File: src/rtl/wrf_arb_pkg.sv
// Shared types and constants for the two-source WR fabric arbiter.
// Holds the FSM state enum, fabric address codes and mux bundles.
package wrf_arb_pkg;

    typedef enum logic [1:0] {
        IDLE,
        BUSY,
        DRAIN
    } t_wrf_arb_state;

    localparam logic [1:0] c_WRF_DATA   = 2'b00;
    localparam logic [1:0] c_WRF_OOB    = 2'b01;
    localparam logic [1:0] c_WRF_STATUS = 2'b10;
    localparam logic [1:0] c_WRF_USER   = 2'b11;

    typedef struct packed {
        logic        cyc;
        logic        stb;
        logic        we;
        logic [1:0]  adr;
        logic [15:0] dat;
        logic [1:0]  sel;
    } t_wrf_source_out;

    typedef struct packed {
        logic ack;
        logic stall;
        logic err;
    } t_wrf_sink_out;

    // Response seen by any source that does not own the sink.
    localparam t_wrf_sink_out c_SINK_HOLD = '{
        ack:   1'b0,
        stall: 1'b1,
        err:   1'b0
    };

    // One-hot winner. last1 = port 1 held the previous grant.
    function automatic logic [1:0] f_pick(
        input logic cyc0,
        input logic cyc1,
        input logic last1,
        input logic fixed
    );
        logic [1:0] g;
        g = 2'b00;
        unique case (1'b1)
            (cyc0 && cyc1): g = (fixed || last1) ? 2'b01 : 2'b10;
            (cyc0 && !cyc1): g = 2'b01;
            (!cyc0 && cyc1): g = 2'b10;
            default: g = 2'b00;
        endcase
        return g;
    endfunction

endpackage

File: src/rtl/wrf_src_arbiter_if.sv
// Pipelined Wishbone WR fabric link: 16-bit data, 2-bit address.
// master drives cyc/stb/we/adr/dat/sel; slave returns ack/stall/err.
interface wrf_src_arbiter_if;

    logic        cyc;
    logic        stb;
    logic        we;
    logic [1:0]  adr;
    logic [15:0] dat;
    logic [1:0]  sel;
    logic        ack;
    logic        stall;
    logic        err;

    modport master (
        output cyc, stb, we, adr, dat, sel,
        input  ack, stall, err
    );

    modport slave (
        input  cyc, stb, we, adr, dat, sel,
        output ack, stall, err
    );

endinterface

File: src/rtl/wrf_arb_outstanding_cnt.sv
// Saturating up/down count of accepted-but-unacked words.
// Ports: clk/rst_n, inc_i/dec_i; cnt_o, full_o, empty_o, empty_nxt_o.
module wrf_arb_outstanding_cnt #(
    parameter int G_MAX = 16,
    parameter int CW    = $clog2(G_MAX + 1)
) (
    input  logic          clk_i,
    input  logic          rst_n_i,
    input  logic          inc_i,
    input  logic          dec_i,
    output logic [CW-1:0] cnt_o,
    output logic          full_o,
    output logic          empty_o,
    output logic          empty_nxt_o
);

    localparam logic [CW-1:0] c_MAX = CW'(G_MAX);
    localparam logic [CW-1:0] c_ONE = CW'(1);

    logic [CW-1:0] cnt_q;
    logic [CW-1:0] cnt_d;

    // Clamped at both ends; inc and dec together cancel.
    always_comb begin
        cnt_d = cnt_q;
        if (inc_i && !dec_i && cnt_q != c_MAX) begin
            cnt_d = cnt_q + c_ONE;
        end else if (dec_i && !inc_i && cnt_q != '0) begin
            cnt_d = cnt_q - c_ONE;
        end
    end

    always_ff @(posedge clk_i or negedge rst_n_i) begin
        if (!rst_n_i) begin
            cnt_q <= '0;
        end else begin
            cnt_q <= cnt_d;
        end
    end

    assign cnt_o       = cnt_q;
    assign full_o      = (cnt_q == c_MAX);
    assign empty_o     = (cnt_q == '0);
    assign empty_nxt_o = (cnt_d == '0);

endmodule

File: src/rtl/wrf_src_arbiter.sv
// Frame-granular two-source arbiter onto one WR fabric sink.
// Ports: clk_sys_i, rst_n_i, snk0/snk1 (slave), src (master), grant_o, busy_o.
module wrf_src_arbiter
    import wrf_arb_pkg::*;
#(
    parameter int g_priority_mode   = 0,
    parameter int g_max_outstanding = 16
) (
    input  logic              clk_sys_i,
    input  logic              rst_n_i,
    wrf_src_arbiter_if.slave  snk0,
    wrf_src_arbiter_if.slave  snk1,
    wrf_src_arbiter_if.master src,
    output logic [1:0]        grant_o,
    output logic              busy_o
);

    localparam int CW = $clog2(g_max_outstanding + 1);

    t_wrf_arb_state  state_q, state_d;
    logic [1:0]      grant_q, grant_d;
    logic            last_q, last_d;

    t_wrf_source_out req0, req1, req;
    t_wrf_sink_out   rsp, rsp0, rsp1;

    logic [CW-1:0]   cnt;
    logic            cnt_full;
    logic            cnt_empty;
    logic            cnt_empty_nxt;
    logic            in_busy;
    logic            in_drain;
    logic            src_stb;
    logic            xfer;
    logic            resp;

    assign req0 = '{cyc: snk0.cyc, stb: snk0.stb, we: snk0.we,
                    adr: snk0.adr, dat: snk0.dat, sel: snk0.sel};
    assign req1 = '{cyc: snk1.cyc, stb: snk1.stb, we: snk1.we,
                    adr: snk1.adr, dat: snk1.dat, sel: snk1.sel};

    always_comb begin
        req = '0;
        unique case (1'b1)
            grant_q[0]: req = req0;
            grant_q[1]: req = req1;
            default:    req = '0;
        endcase
    end

    assign in_busy  = (state_q == BUSY);
    assign in_drain = (state_q == DRAIN);

    // cyc stays up while acks are owed, even on the cycle the source
    // drops it, so the sink never sees a gap inside one frame.
    assign src_stb = in_busy & req.cyc & req.stb & ~cnt_full;
    assign src.cyc = in_drain | (in_busy & (req.cyc | ~cnt_empty));
    assign src.stb = src_stb;
    assign src.we  = req.we;
    assign src.adr = req.adr;
    assign src.dat = req.dat;
    assign src.sel = req.sel;

    assign xfer = src_stb & ~src.stall;
    assign resp = src.ack | src.err;

    // Responses only reach the owner while BUSY; in DRAIN they are
    // absorbed so a re-raised cyc cannot pick up stale acks.
    always_comb begin
        rsp = c_SINK_HOLD;
        if (in_busy) begin
            rsp.ack   = src.ack;
            rsp.stall = src.stall | cnt_full;
            rsp.err   = src.err;
        end
    end

    assign rsp0 = grant_q[0] ? rsp : c_SINK_HOLD;
    assign rsp1 = grant_q[1] ? rsp : c_SINK_HOLD;

    assign snk0.ack   = rsp0.ack;
    assign snk0.stall = rsp0.stall;
    assign snk0.err   = rsp0.err;
    assign snk1.ack   = rsp1.ack;
    assign snk1.stall = rsp1.stall;
    assign snk1.err   = rsp1.err;

    wrf_arb_outstanding_cnt #(
        .G_MAX (g_max_outstanding),
        .CW    (CW)
    ) u_cnt (
        .clk_i       (clk_sys_i),
        .rst_n_i     (rst_n_i),
        .inc_i       (xfer),
        .dec_i       (resp),
        .cnt_o       (cnt),
        .full_o      (cnt_full),
        .empty_o     (cnt_empty),
        .empty_nxt_o (cnt_empty_nxt)
    );

    // Release decisions use the count after this cycle's ack, so the
    // grant drops on the edge that retires the last word.
    always_comb begin
        state_d = state_q;
        grant_d = grant_q;
        last_d  = last_q;
        unique case (state_q)
            IDLE: begin
                if (snk0.cyc || snk1.cyc) begin
                    state_d = BUSY;
                    grant_d = f_pick(snk0.cyc, snk1.cyc, last_q,
                                     g_priority_mode != 0);
                end
            end
            BUSY: begin
                if (!req.cyc) begin
                    state_d = cnt_empty_nxt ? IDLE : DRAIN;
                end
            end
            DRAIN: begin
                if (cnt_empty_nxt) begin
                    state_d = IDLE;
                end
            end
            default: state_d = IDLE;
        endcase
        if (state_q != IDLE && state_d == IDLE) begin
            grant_d = 2'b00;
            last_d  = grant_q[1];
        end
    end

    always_ff @(posedge clk_sys_i or negedge rst_n_i) begin
        if (!rst_n_i) begin
            state_q <= IDLE;
            grant_q <= 2'b00;
            last_q  <= 1'b1;
        end else begin
            state_q <= state_d;
            grant_q <= grant_d;
            last_q  <= last_d;
        end
    end

    assign grant_o = grant_q;
    assign busy_o  = (state_q != IDLE);

    logic unused_cnt;
    assign unused_cnt = ^cnt;

endmodule

File: src/flat_wrapper.sv
// flat-port wrapper written by rule: the top's interface ports become plain ports
module wrf_src_arbiter_flat import wrf_arb_pkg::*;
#(
    parameter int g_priority_mode   = 0,
    parameter int g_max_outstanding = 16
)
  (clk_sys_i, rst_n_i, grant_o, busy_o, snk0_cyc, snk0_stb, snk0_we, snk0_adr, snk0_dat, snk0_sel, snk0_ack, snk0_stall, snk0_err, snk1_cyc, snk1_stb, snk1_we, snk1_adr, snk1_dat, snk1_sel, snk1_ack, snk1_stall, snk1_err, src_cyc, src_stb, src_we, src_adr, src_dat, src_sel, src_ack, src_stall, src_err);
  wrf_src_arbiter_if snk0_i ();
  wrf_src_arbiter_if snk1_i ();
  wrf_src_arbiter_if src_i ();
  input  logic clk_sys_i;
  input  logic rst_n_i;
  output logic [1:0] grant_o;
  output logic busy_o;
  input wire logic [$bits(snk0_i.cyc)-1:0] snk0_cyc;
  input wire logic [$bits(snk0_i.stb)-1:0] snk0_stb;
  input wire logic [$bits(snk0_i.we)-1:0] snk0_we;
  input wire logic [$bits(snk0_i.adr)-1:0] snk0_adr;
  input wire logic [$bits(snk0_i.dat)-1:0] snk0_dat;
  input wire logic [$bits(snk0_i.sel)-1:0] snk0_sel;
  output wire logic [$bits(snk0_i.ack)-1:0] snk0_ack;
  output wire logic [$bits(snk0_i.stall)-1:0] snk0_stall;
  output wire logic [$bits(snk0_i.err)-1:0] snk0_err;
  input wire logic [$bits(snk1_i.cyc)-1:0] snk1_cyc;
  input wire logic [$bits(snk1_i.stb)-1:0] snk1_stb;
  input wire logic [$bits(snk1_i.we)-1:0] snk1_we;
  input wire logic [$bits(snk1_i.adr)-1:0] snk1_adr;
  input wire logic [$bits(snk1_i.dat)-1:0] snk1_dat;
  input wire logic [$bits(snk1_i.sel)-1:0] snk1_sel;
  output wire logic [$bits(snk1_i.ack)-1:0] snk1_ack;
  output wire logic [$bits(snk1_i.stall)-1:0] snk1_stall;
  output wire logic [$bits(snk1_i.err)-1:0] snk1_err;
  output wire logic [$bits(src_i.cyc)-1:0] src_cyc;
  output wire logic [$bits(src_i.stb)-1:0] src_stb;
  output wire logic [$bits(src_i.we)-1:0] src_we;
  output wire logic [$bits(src_i.adr)-1:0] src_adr;
  output wire logic [$bits(src_i.dat)-1:0] src_dat;
  output wire logic [$bits(src_i.sel)-1:0] src_sel;
  input wire logic [$bits(src_i.ack)-1:0] src_ack;
  input wire logic [$bits(src_i.stall)-1:0] src_stall;
  input wire logic [$bits(src_i.err)-1:0] src_err;
  assign snk0_i.cyc = snk0_cyc;
  assign snk0_i.stb = snk0_stb;
  assign snk0_i.we = snk0_we;
  assign snk0_i.adr = snk0_adr;
  assign snk0_i.dat = snk0_dat;
  assign snk0_i.sel = snk0_sel;
  assign snk0_ack = snk0_i.ack;
  assign snk0_stall = snk0_i.stall;
  assign snk0_err = snk0_i.err;
  assign snk1_i.cyc = snk1_cyc;
  assign snk1_i.stb = snk1_stb;
  assign snk1_i.we = snk1_we;
  assign snk1_i.adr = snk1_adr;
  assign snk1_i.dat = snk1_dat;
  assign snk1_i.sel = snk1_sel;
  assign snk1_ack = snk1_i.ack;
  assign snk1_stall = snk1_i.stall;
  assign snk1_err = snk1_i.err;
  assign src_cyc = src_i.cyc;
  assign src_stb = src_i.stb;
  assign src_we = src_i.we;
  assign src_adr = src_i.adr;
  assign src_dat = src_i.dat;
  assign src_sel = src_i.sel;
  assign src_i.ack = src_ack;
  assign src_i.stall = src_stall;
  assign src_i.err = src_err;
  wrf_src_arbiter #(.g_priority_mode(g_priority_mode), .g_max_outstanding(g_max_outstanding)) u_core (.clk_sys_i(clk_sys_i), .rst_n_i(rst_n_i), .snk0(snk0_i), .snk1(snk1_i), .src(src_i), .grant_o(grant_o), .busy_o(busy_o));
endmodule
File: config.mk
export PLATFORM = sky130hd
export DESIGN_NAME = wrf_src_arbiter_flat
export DESIGN_NICKNAME = d
export VERILOG_FILES = /design/src/rtl/wrf_arb_pkg.sv /design/src/rtl/wrf_src_arbiter_if.sv /design/src/rtl/wrf_arb_outstanding_cnt.sv /design/src/rtl/wrf_src_arbiter.sv /design/src/flat_wrapper.sv
export SDC_FILE = /design/constraint.sdc
export NUM_CORES = 1
export LEC_CHECK = 0
export CORE_UTILIZATION = 34
export DETAILED_ROUTE_END_ITERATION = 16
export MAX_ROUTING_LAYER = met4
export PLACE_DENSITY = 0.81
export RECOVER_POWER = 100
export SYNTH_ARGS = -nofsm -noshare
export SYNTH_HDL_FRONTEND = slang
export SYNTH_SLANG_ARGS = --single-unit
File: constraint.sdc
create_clock -name clk_sys_i -period 3.3 [get_ports clk_sys_i]
set_clock_uncertainty 0.05 [all_clocks]
set_input_delay 0.99 -clock clk_sys_i [delete_from_list [all_inputs] [get_ports clk_sys_i]]
set_output_delay 0.99 -clock clk_sys_i [all_outputs]
set_load 0.01 [all_outputs]
======== Word level (Yosys, flattened, before mapping) ========
Index checks and enable logic that the tools add are counted.
word-level totals
  flip-flop bits (word level) ............. 10
  bits in latches ......................... 0
  bits in writable memories ............... 0
  memory bits (read-only) ................. 0
  output and inout bits ................... 32
  memories kept ........................... 0
cells by class
  add/subtract/negate cells ............... 2
  multiply operators ...................... 0
  divide/modulo/power cells ............... 0
  $lt $le $gt $ge ......................... 0
  equality and inequality tests ........... 4
  shift-type cells ........................ 0
  muxes and demuxes ....................... 16
  bitwise gates (word level) .............. 12
  reduce and logical (&&, ||, !) cells .... 22
operators by type and width
  kind                 count
  $pmux 23 s2          1
  $mux 2               8
  $pmux 2 s3           2
  $logic_not 5->1      2
  $mux 5               2
  $mux 3               3
  $logic_and 1x1->1    8
  $reduce_bool 2->1    3
  $add 5x1->5 const B  1
  $and 1x1->1          5
  $eq 5x5->1 const B   1
  $ne 5x5->1 const B   1
  $reduce_bool 5->1    1
  $sub 5x1->5 const B  1
  $logic_not 1->1      4
  $logic_not 2->1      2
  $or 1x1->1           4
  $not 1->1            3
  $eq 2x1->1 const B   1
  $eq 2x2->1 const B   1
  $reduce_and 2->1     1
  $logic_or 1x1->1     1

======== Depth between registers and ports, before layout ========
  depth in word-level cells ............... 18
  gate-level depth with buffers ........... 9
  mapped depth without buffers ............ 9

======== Hierarchy ========
A second synthesis with hierarchy kept.
second synthesis, totals
  cell total of the unflattened synthesis .. 103
  area, all modules ....................... 928.4 µm²
modules (own cells, without submodules)
  module                   times used  cells an instance  area each (µm²)  sequential area each (µm²)
  wrf_src_arbiter          1           67                 570.5            126.4
  wrf_arb_outstanding_cnt  1           36                 357.8            125.1

======== Worst setup path before layout ========
OpenSTA, ideal clock, no wires.
  path kind ............................... input to register
  from .................................... input src_stall
  to ...................................... register u_core.grant_q[0], in the netlist u_core.grant_o[0]
  arrival ................................. 2.595 ns
  required time ........................... 3.156 ns
  slack ................................... 0.561 ns
  stages .................................. 7
  buffers on the path ..................... 0
  path through ............................ nor3b_2 > or4b_4 > and3_1 > o2bb2ai_1 > xor2_1 > o21bai_2 > a211oi_1
on the way
  word-level cells in the longest chain between the ends .. 15
  elaborated cells between the ends (all ways) .. 20
RTL lines
  element                         RTL line                       source
  start: declaration              flat_wrapper.sv:40             input wire logic [$bits(src_i.stall)-1:0] src_stall;
  $not 1->1 (*)                   wrf_src_arbiter.sv:64          assign xfer = src_stb & ~src.stall;
  $and 1x1->1 (*)                 wrf_src_arbiter.sv:64
  $logic_not 1->1                 wrf_arb_outstanding_cnt.sv:28  end else if (dec_i && !inc_i && cnt_q != '0) begin
  $logic_and 1x1->1 (2 in a row)  wrf_arb_outstanding_cnt.sv:28
  $mux 5                          wrf_arb_outstanding_cnt.sv:28
  $mux 5 (*)                      wrf_arb_outstanding_cnt.sv:26  if (inc_i && !dec_i && cnt_q != c_MAX) begin
  net u_core.u_cnt.cnt_d[4]       wrf_arb_outstanding_cnt.sv:21  logic [CW-1:0] cnt_d;
  $logic_not 5->1 (*)             wrf_arb_outstanding_cnt.sv:44  assign empty_nxt_o = (cnt_d == '0);
  $mux 2                          wrf_src_arbiter.sv:118         state_d = cnt_empty_nxt ? IDLE : DRAIN;
  $mux 2                          wrf_src_arbiter.sv:117         if (!req.cyc) begin
  $pmux 2 s3 (*)                  wrf_src_arbiter.sv:108         unique case (state_q)
  $logic_not 2->1 (*)             wrf_src_arbiter.sv:128         if (state_q != IDLE && state_d == IDLE) begin
  $logic_and 1x1->1 (*)           wrf_src_arbiter.sv:128
  $reduce_bool 2->1 (no line)     --
  $reduce_and 2->1 (no line)      --
  end signal: assignment          wrf_src_arbiter.sv:141         grant_q <= grant_d;
  end: declaration                wrf_src_arbiter.sv:21          logic [1:0] grant_q, grant_d;
Mark *: on every way through the listed nets, which the timed path passes. The rest lies on a longest branch.
A chain may end at the register's enable or synchronous reset.

======== Final worst setup path ========
  from .................................... input snk1_dat[15]
  to ...................................... output src_dat[15]
on the way
  word-level cells in the longest chain between the ends .. 1
RTL lines
  element             RTL line               source
  start: declaration  flat_wrapper.sv:28     input wire logic [$bits(snk1_i.dat)-1:0] snk1_dat;
  $pmux 23 s2         wrf_src_arbiter.sv:44  unique case (1'b1)
  end: declaration    flat_wrapper.sv:37     output wire logic [$bits(src_i.dat)-1:0] src_dat;
Every way passes these cells.

==> reports/qor.yml <==
timing:
  slew_violations: 0
  finalSetupTns_ns: 0
  fmax_ghz: 0.305
  min_period_ns: 3.28
  tightest_slew_ns: 0.509
  rsz0062_at_grt: "no"
  whs_ns: 0.454
  final.period_utilization: 0.993
  final-setup-viol-count: 0
  slew_headroom: 0.661
  finalHoldViolCount: 0
status:
  status: "finished clean"
routing:
  routed_via_density: 5.33
  totalWireLength_um: 4160
  wl_met3_um: 349
  met1_length_um: 1540
  dr.pass1.iters: 4
  highest_layer: "met4"
  ant_nets: 0
  wl_met2_um: 2140
  drt_iter0_drc: 55
  vias: 1387
  drc: 0
  wl_per_cell_um: 16.0
critical_path:
  startpoint_type: "input port"
  worstPathRequired_ns: 2.26
  crit_chain: "clkdlybuf4s50_1, a22o_1, dlygate4sd3_1"
  cp-end-kind: "output port"
  cp.buffers_inverters: 2
  slowest_stage: "dlygate4sd3_1"
  max_stage_delay_ns: 0.61
  cp_top_family: "buffers and inverters"
  crit_type: "input port to output port"
  path_max_fanout: 1
  worstPathArrival_ns: 2.24
clocking:
  post_cts_buffers: 0
  tritoncts: "done"
  cts_buffers: 3
  cts_htree_levels: 1
  cts.sinks: 10
  cts_root_buf: "clkbuf_4"
  clkTransAtPathRegs_ns: 0.07
  cts_hold_buf: 0
  insertion_delay_ns: 0.27
  clockBufferDepth: 2
layout:
  final_cells: 260
  area_delta_synth_final_pct: 88.5
  nets: 271
  final_util: 0.671
  antenna_cells: 0
  drive_gt1_frac: 0.148
  fin_area_sq_um: 2050
synth:
  synth_top_area_frac: 0.207
  synth_edf_count: 0
  yosys.area.top_type: "dfrtp_1"
  synth_top_family_by_area: "compound AO/OA/AOI/OAI gates"
  syn_avg_cell_area_sq_um: 8.70
  syn-num-nets: 179
  synthCells: 125
  yosysWarningCount: 0
  synth.yosys.seq_area_share: 0.231
  synth_compound_area_frac: 0.366
  synth_cell_types: 48
  synthMuxAreaShare: 0
  ys_ff_latch: 10
  synth_flop_cell: "dfrtp_1"
  synth.area.top_cells: "dfrtp_1, a22o_1, and3_1"
  synth_xor_area_frac: 0.0161
  syn_area_sq_um: 1090
  synth-async-reset-ratio: 1.00
  yosys.area_share.simple: 0.282
  yosys.area_share.adder: 0.0345
place:
  io_buffers: 82
  placed_area_sq_um: 2020
  place_congestion: 0.816
  dp_cells: 256
  dp_hpwl_um: 3380
pwr:
  peakVddDrop_mv: 0.453
  p_seq_frac: 0.206
  power_frac_clock: 0.075
  combinationalPowerShare: 0.719
  power_switching_mw: 0.669
  p_sw_frac: 0.439
  p_int_mw: 0.854
  power.density_nw_per_um2: 743
  p_leak_nw: 0.883
die:
  ios: 83
  rows: 20
  start_util: 0.356
  core_area_sq_um: 3050
  design.die.area_sq_um: 3430
  die_y_um: 58.6
  die_w_um: 58.6
global_routing:
  grt-ovfl-total: 0
  grt_first_pass_wirelength_um: 6530
  grt_start_max_net_pins: 17
  grt_pass1_vias: 1411
  gr-usage-all-layers: 0.258
  antenna_found_initial: 0
min_path:
  min_path_type: "register to register"
job:
  maxCapViolations: 0
-- logic make-up after synthesis --
family                     after synthesis
AOI/OAI and AO/OA                       44
xor gates and xnor gates                 2
DFF                                     10
adders and majority gates                3
and+or+nand+nor                         50
buffers and inverters                   16
-- metal layers --
layer	GRT usage	up-vias
li1	-	664
met1	0.255	647
met2	0.488	63
met3	0.0593	13
met4	0.0986	0
met5	-	-
-- power groups by stage --
stage / logic (mW) / registers, mW / clock network [mW]
floorplan: 0.669 / 0.245 / 0
global placement: 1.11 / 0.312 / 0
detailed placement: 1.14 / 0.316 / 0
finish: 1.10 / 0.314 / 0.114
global route: 1.19 / 0.329 / 0.123
CTS: 1.14 / 0.314 / 0.117
-- worst min-delay path, stage by stage (launching register included) --
cell	delay [ns]
dfstp_2	0.37
nand2_1	0.05
o211ai_1	0.08
-- path summary, 6_finish.rpt --
check                                              start                            end  slack [ns]  cells past startpoint
max reg2reg                u_core.grant_o[1]$_DFFE_PN0P_  u_core.grant_o[0]$_DFFE_PN0P_        0.48                      9
min in group asynchronous                        rst_n_i  u_core.grant_o[1]$_DFFE_PN0P_        1.06                      1
max                                         snk1_dat[15]                    src_dat[15]        0.02                      3
min reg2reg                    u_core.last_q$_DFFE_PN1P_      u_core.last_q$_DFFE_PN1P_        0.45                      2
max in group asynchronous                        rst_n_i      u_core.last_q$_DFFE_PN1P_        1.78                      1
min                            u_core.last_q$_DFFE_PN1P_      u_core.last_q$_DFFE_PN1P_        0.45                      2
-- cell usage after synthesis, types with 2 or more instances --
cell type	number
dfrtp_1	9
nand4_1	2
clkbuf_1	5
ha_1	3
a21oi_1	3
nand3_1	4
nor3_2	2
and3_1	7
a22o_1	21
buf_4	2
a211oi_1	5
inv_1	7
nand2_1	8
nor2_1	11
nor3_1	2
o21ai_0	2
-- state kept, by name, indices dropped and copies added (netlist names) --
register / cells
u_core.u_cnt.cnt_o: 5
u_core.grant_o: 2
u_core.state_q: 2
u_core.last_q: 1
-- stage by stage --
stage	setup slack (ns)	total power [mW]
after global placement	-0.266	1.42
after floorplan	0.561	0.913
after CTS	0.0599	1.57
final	0.0246	1.52
after detailed placement	-0.322	1.46
after global routing	0.00863	1.65
-- repair_timing --
action / 4_1_cts / 5_1_grt
resized for setup: 4 / 2
pin swaps: 2 / 0
setup endpoints to repair: 6 / 2
-- cell usage in the layout, fill, tap and decap left out, types with 2 or more instances in the layout --
cell type and instances:
o21ai_0 2, ha_1 3, a21oi_1 3, nand3_1 4, buf_4 12, clkbuf_4 4
nor2_1 11, clkdlybuf4s50_1 59, nand2_1 8, inv_1 7, and3_1 7, dlygate4sd2_1 4
dlygate4sd3_1 19, nand4_1 2, a22o_1 21, a211oi_1 5, dfrtp_1 9, nor3_1 2
-- layout make-up --
type / count / area (sq um)
multi-input cells: 99 / 763
inverters: 7 / 26.3
repair buffers: 96 / 917
clock buffers: 4 / 36.3
flip-flops and latches: 10 / 251
fillers: 277 / 1000
well taps: 44 / 55.1
(Power assumes the default switching activity.)
==> variant 1: new RTL, same flow settings <==
Make the reset (`rst_n_i`) synchronous in 2 clocked blocks.
--- a/src/rtl/wrf_arb_outstanding_cnt.sv
+++ b/src/rtl/wrf_arb_outstanding_cnt.sv
@@ -30,7 +30,7 @@
         end
     end
 
-    always_ff @(posedge clk_i or negedge rst_n_i) begin
+    always_ff @(posedge clk_i) begin
         if (!rst_n_i) begin
             cnt_q <= '0;
         end else begin
--- a/src/rtl/wrf_src_arbiter.sv
+++ b/src/rtl/wrf_src_arbiter.sv
@@ -131,7 +131,7 @@
         end
     end
 
-    always_ff @(posedge clk_sys_i or negedge rst_n_i) begin
+    always_ff @(posedge clk_sys_i) begin
         if (!rst_n_i) begin
             state_q <= IDLE;
             grant_q <= 2'b00;
Function: differs if rst_n_i is asserted again (counterexample within 4 cycles, from zero or initial values and one cycle with rst_n_i low); with rst_n_i held inactive, the same outputs for 10 cycles.
==> variant 1 against the unedited design <==
The run now ends with design-rule violations left. Sequential power is 21% lower. Sequential cell count stayed put. Synthesized area is 3.6% lower. Routed wire length hardly changed. Maximum frequency is 0.17% lower. Largest power group unchanged. Worst setup slack worse by 5.5 ps. Cell area is 1.5% lower. Total power is 13% lower.
==> variant 1: results <==
global_route:
  grt_pass1_vias: 1348
  grt_pass1_wl_um: 6090
  grt_use_total_pct: 25.0
  antenna_found_initial: 0
  grt_max_degree: 29
yosys:
  yosys-top-cells-count: "a22o_1 (21), nand2_1 (14), dfxtp_1 (10)"
  seq_area_frac_synth_pct: 19.1
  synth.distinct_cells: 42
  synth_top_area_share_pct: 19.1
  synth_area_leaders: "dfxtp_1 (19%), a22o_1 (18%), nand2_1 (5.0%)"
  synth_async_sr_flop_share_pct: 0
drt:
  drt_pass1_iterations: 10
  first_iter_violations: 50
  drc: 10
  wire_per_inst_um: 16.1
  vias: 1417
power:
  vdd_drop_max_v: 0.000513
  p_leak_nw: 0.872
  p_sw_share_pct: 44.0
layout:
  nFillCells: 244
  layout.nets: 282
status:
  outcome: "finished with violations"
  violations: "design-rule violations"
placed_design:
  dp_hpwl_um: 3330
  finalWeightedCongestion: 0.761
  placed_cell_area_sq_mm: 0.00199
cts:
  cts_root_buf: "clkbuf_4"
die:
  num_rows: 19
[variant 1: cell count changes in the layout (fill, tap and decap cells not counted), sizes merged, moves of 3 or more]
cell           delta
and2              +5
clkdlybuf4s50     +7
dfrtp             -9
dlygate4sd3       -8
nor2              -3
nand2             +6
a211oi            -5
a21oi             +4
dfxtp            +10
[variant 1: area by class of cell]
type	instances	area [sq um]	share of cell area, %
Sequential cell	10	200	9.92
Inverter	5	18.8	0.930
Timing Repair Buffer	97	928	46.0
Tap cell	31	38.8	1.92
Clock buffer	4	36.3	1.80
Multi-Input combinational cell	111	796	39.4
[variant 1: metal layers]
metal	vias up	global-route usage, %	part of all wire [%]
met4	0	12.5	2.9
li1	694	-	-
met1	653	23.8	37
met2	60	47.7	51
met5	-	-	0
met3	10	4.08	8.2
[variant 1: final timing paths]
check                              from           endpoint  slack, ps  cells after the start
setup / recovery            snk1_dat[0]         src_dat[0]         20                      3
hold / removal            u_core.last_q      u_core.last_q        460                      2
setup reg to reg  u_core.u_cnt.cnt_o[0]  u_core.grant_o[0]        430                     11
hold reg to reg           u_core.last_q      u_core.last_q        460                      2
[variant 1: what timing repair did]
action	4_1_cts	5_1_grt
pin swaps	0	2
endpoints found under the hold margin	0	0
endpoints found under the setup margin	4	1
gates resized for setup	6	1
[variant 1: cells by family after synthesis]
group | share of synthesized area [%]
AO/OA/AOI/OAI | 37.2
XOR/XNOR | 3.34
multiplexers | 2.98
adder cells (fa/ha/maj) | 3.58
flip-flops | 19.1
buffers and inverters | 5.01
AND/OR/NAND/NOR | 28.8
[variant 1: stage by stage]
stage	hold WS (ps)	instances	setup TNS, ps	worst slack, ps
finish	464	258	0	19.1
global route	471	258	0	0.554
CTS	463	258	0	42.5
detailed placement	450	254	-658	-247
global placement	428	254	-448	-220
floorplan	414	134	0	686
[variant 1: worst max-delay path: cells and delay by family]
family	cells	cell delay (ps)
buffers and inverters	2	1030
AOI/OAI and AO/OA	1	220
[variant 1: power groups by stage]
stage | clock, W | sequential, W | combinational (W)
5_1_grt | 0.000123 | 0.000255 | 0.00105
6_report | 0.000117 | 0.000249 | 0.000966
3_3_place_gp | 0 | 0.000239 | 0.000974
3_5_place_dp | 0 | 0.000247 | 0.00100
4_1_cts | 0.000119 | 0.000245 | 0.00101
2_1_floorplan | 0 | 0.000215 | 0.000597
==> variant 2: new RTL, config.mk and constraints unchanged <==
Without the edit above. `g_priority_mode` is set to 0 in 2 places; all go to 1.
--- a/src/rtl/wrf_src_arbiter.sv
+++ b/src/rtl/wrf_src_arbiter.sv
@@ -3,7 +3,7 @@
 module wrf_src_arbiter
     import wrf_arb_pkg::*;
 #(
-    parameter int g_priority_mode   = 0,
+    parameter int g_priority_mode   = 1,
     parameter int g_max_outstanding = 16
 ) (
     input  logic              clk_sys_i,
--- a/src/flat_wrapper.sv
+++ b/src/flat_wrapper.sv
@@ -1,7 +1,7 @@
 // flat-port wrapper written by rule: the top's interface ports become plain ports
 module wrf_src_arbiter_flat import wrf_arb_pkg::*;
 #(
-    parameter int g_priority_mode   = 0,
+    parameter int g_priority_mode   = 1,
     parameter int g_max_outstanding = 16
 )
   (clk_sys_i, rst_n_i, grant_o, busy_o, snk0_cyc, snk0_stb, snk0_we, snk0_adr, snk0_dat, snk0_sel, snk0_ack, snk0_stall, snk0_err, snk1_cyc, snk1_stb, snk1_we, snk1_adr, snk1_dat, snk1_sel, snk1_ack, snk1_stall, snk1_err, src_cyc, src_stb, src_we, src_adr, src_dat, src_sel, src_ack, src_stall, src_err);
Function: changed (Yosys sat finds a counterexample within 4 cycles, from zero or initial values and one cycle with rst_n_i low).
==> variant 2 against the unedited design <==
Sequential cell count decreased by 1. Routed wire length fell by 5.6%. Sequential power down 18%. Cell area shrank 3.2%. Synthesized area grew 0.12%. Total power down 13%. First-iteration DRC count shrank 44%. Worst setup slack got worse by 5.3 ps. Final cell count down 1.9%. Critical endpoint is now src_sel[1]. Highest routed layer unchanged.
==> variant 2: results <==
global_route:
  use_met1_pct: 25.5
  grt_pass1_vias: 1330
  grt_use_met2_pct: 43.3
  grt_use_total_pct: 23.8
layout:
  multi_input_area_share_pct: 37.7
  layout.nets: 266
  clock_buffers: 3
  post_route_cells_drive_above_1_share_pct: 14.7
  clkCellAreaFrac_pct: 1.39
worst_setup_path:
  ff2ff_path_depth: 10
  crit_start: "snk1_sel[1]"
cts:
  post_cts_resized: 3
  clkSinkCount: 9
drt:
  drt-met1-wl_um: 1600
  wl_met2_um: 1920
  drt-vias-per-instance: 5.28
die:
  dieArea_sq_mm: 0.00343
yosys:
  syn_nets: 176
  synth_area_leaders: "dfrtp_1 (21%), a22o_1 (18%), clkbuf_8 (3.8%)"
  yosys-top-cells-count: "a22o_1 (22), dfrtp_1 (9), inv_1 (9), nand3_1 (6), nor2_1 (6)"
power:
  vdd_drop_max_v: 0.000490
status:
  outcome: "finished, final reports clean"
sta:
  setup_slack_ps: 19.4
placed_design:
  placed_cell_area_sq_mm: 0.00197
  post-place-ws_ps: -225
variant 2: cell count changes in the layout (fill, tap and decap cells not counted), sizes merged, moves of 4 or more:
cell,before,now
a211oi,5,0
buf,12,8
nand2,8,4
nor2,11,7
variant 2: cells by family (layout without fill, tap and decap cells):
logic type,after synthesis,in the layout,share of synthesized area [%]
AO/OA/AOI/OAI,50,50,39.5
AND/OR/NAND/NOR,41,41,24.6
buffers and inverters,17,106,10.1
flip-flops,9,9,20.7
adder cells (fa/ha/maj),3,3,3.45
XOR/XNOR,2,2,1.61
variant 2: per-stage QoR:
stage          std cells  hold WS (ps)
2_1_floorplan        122           429
3_3_place_gp         251           451
3_5_place_dp         251           473
4_1_cts              255           483
6_report             255           473
5_1_grt              255           528
variant 2: power breakdown:
group | internal (W) | total (W) | switching [W]
Sequential | 0.000166 | 0.000259 | 0.0000931
Clock | 0.0000447 | 0.0000835 | 0.0000388
Combinational | 0.000520 | 0.000978 | 0.000458
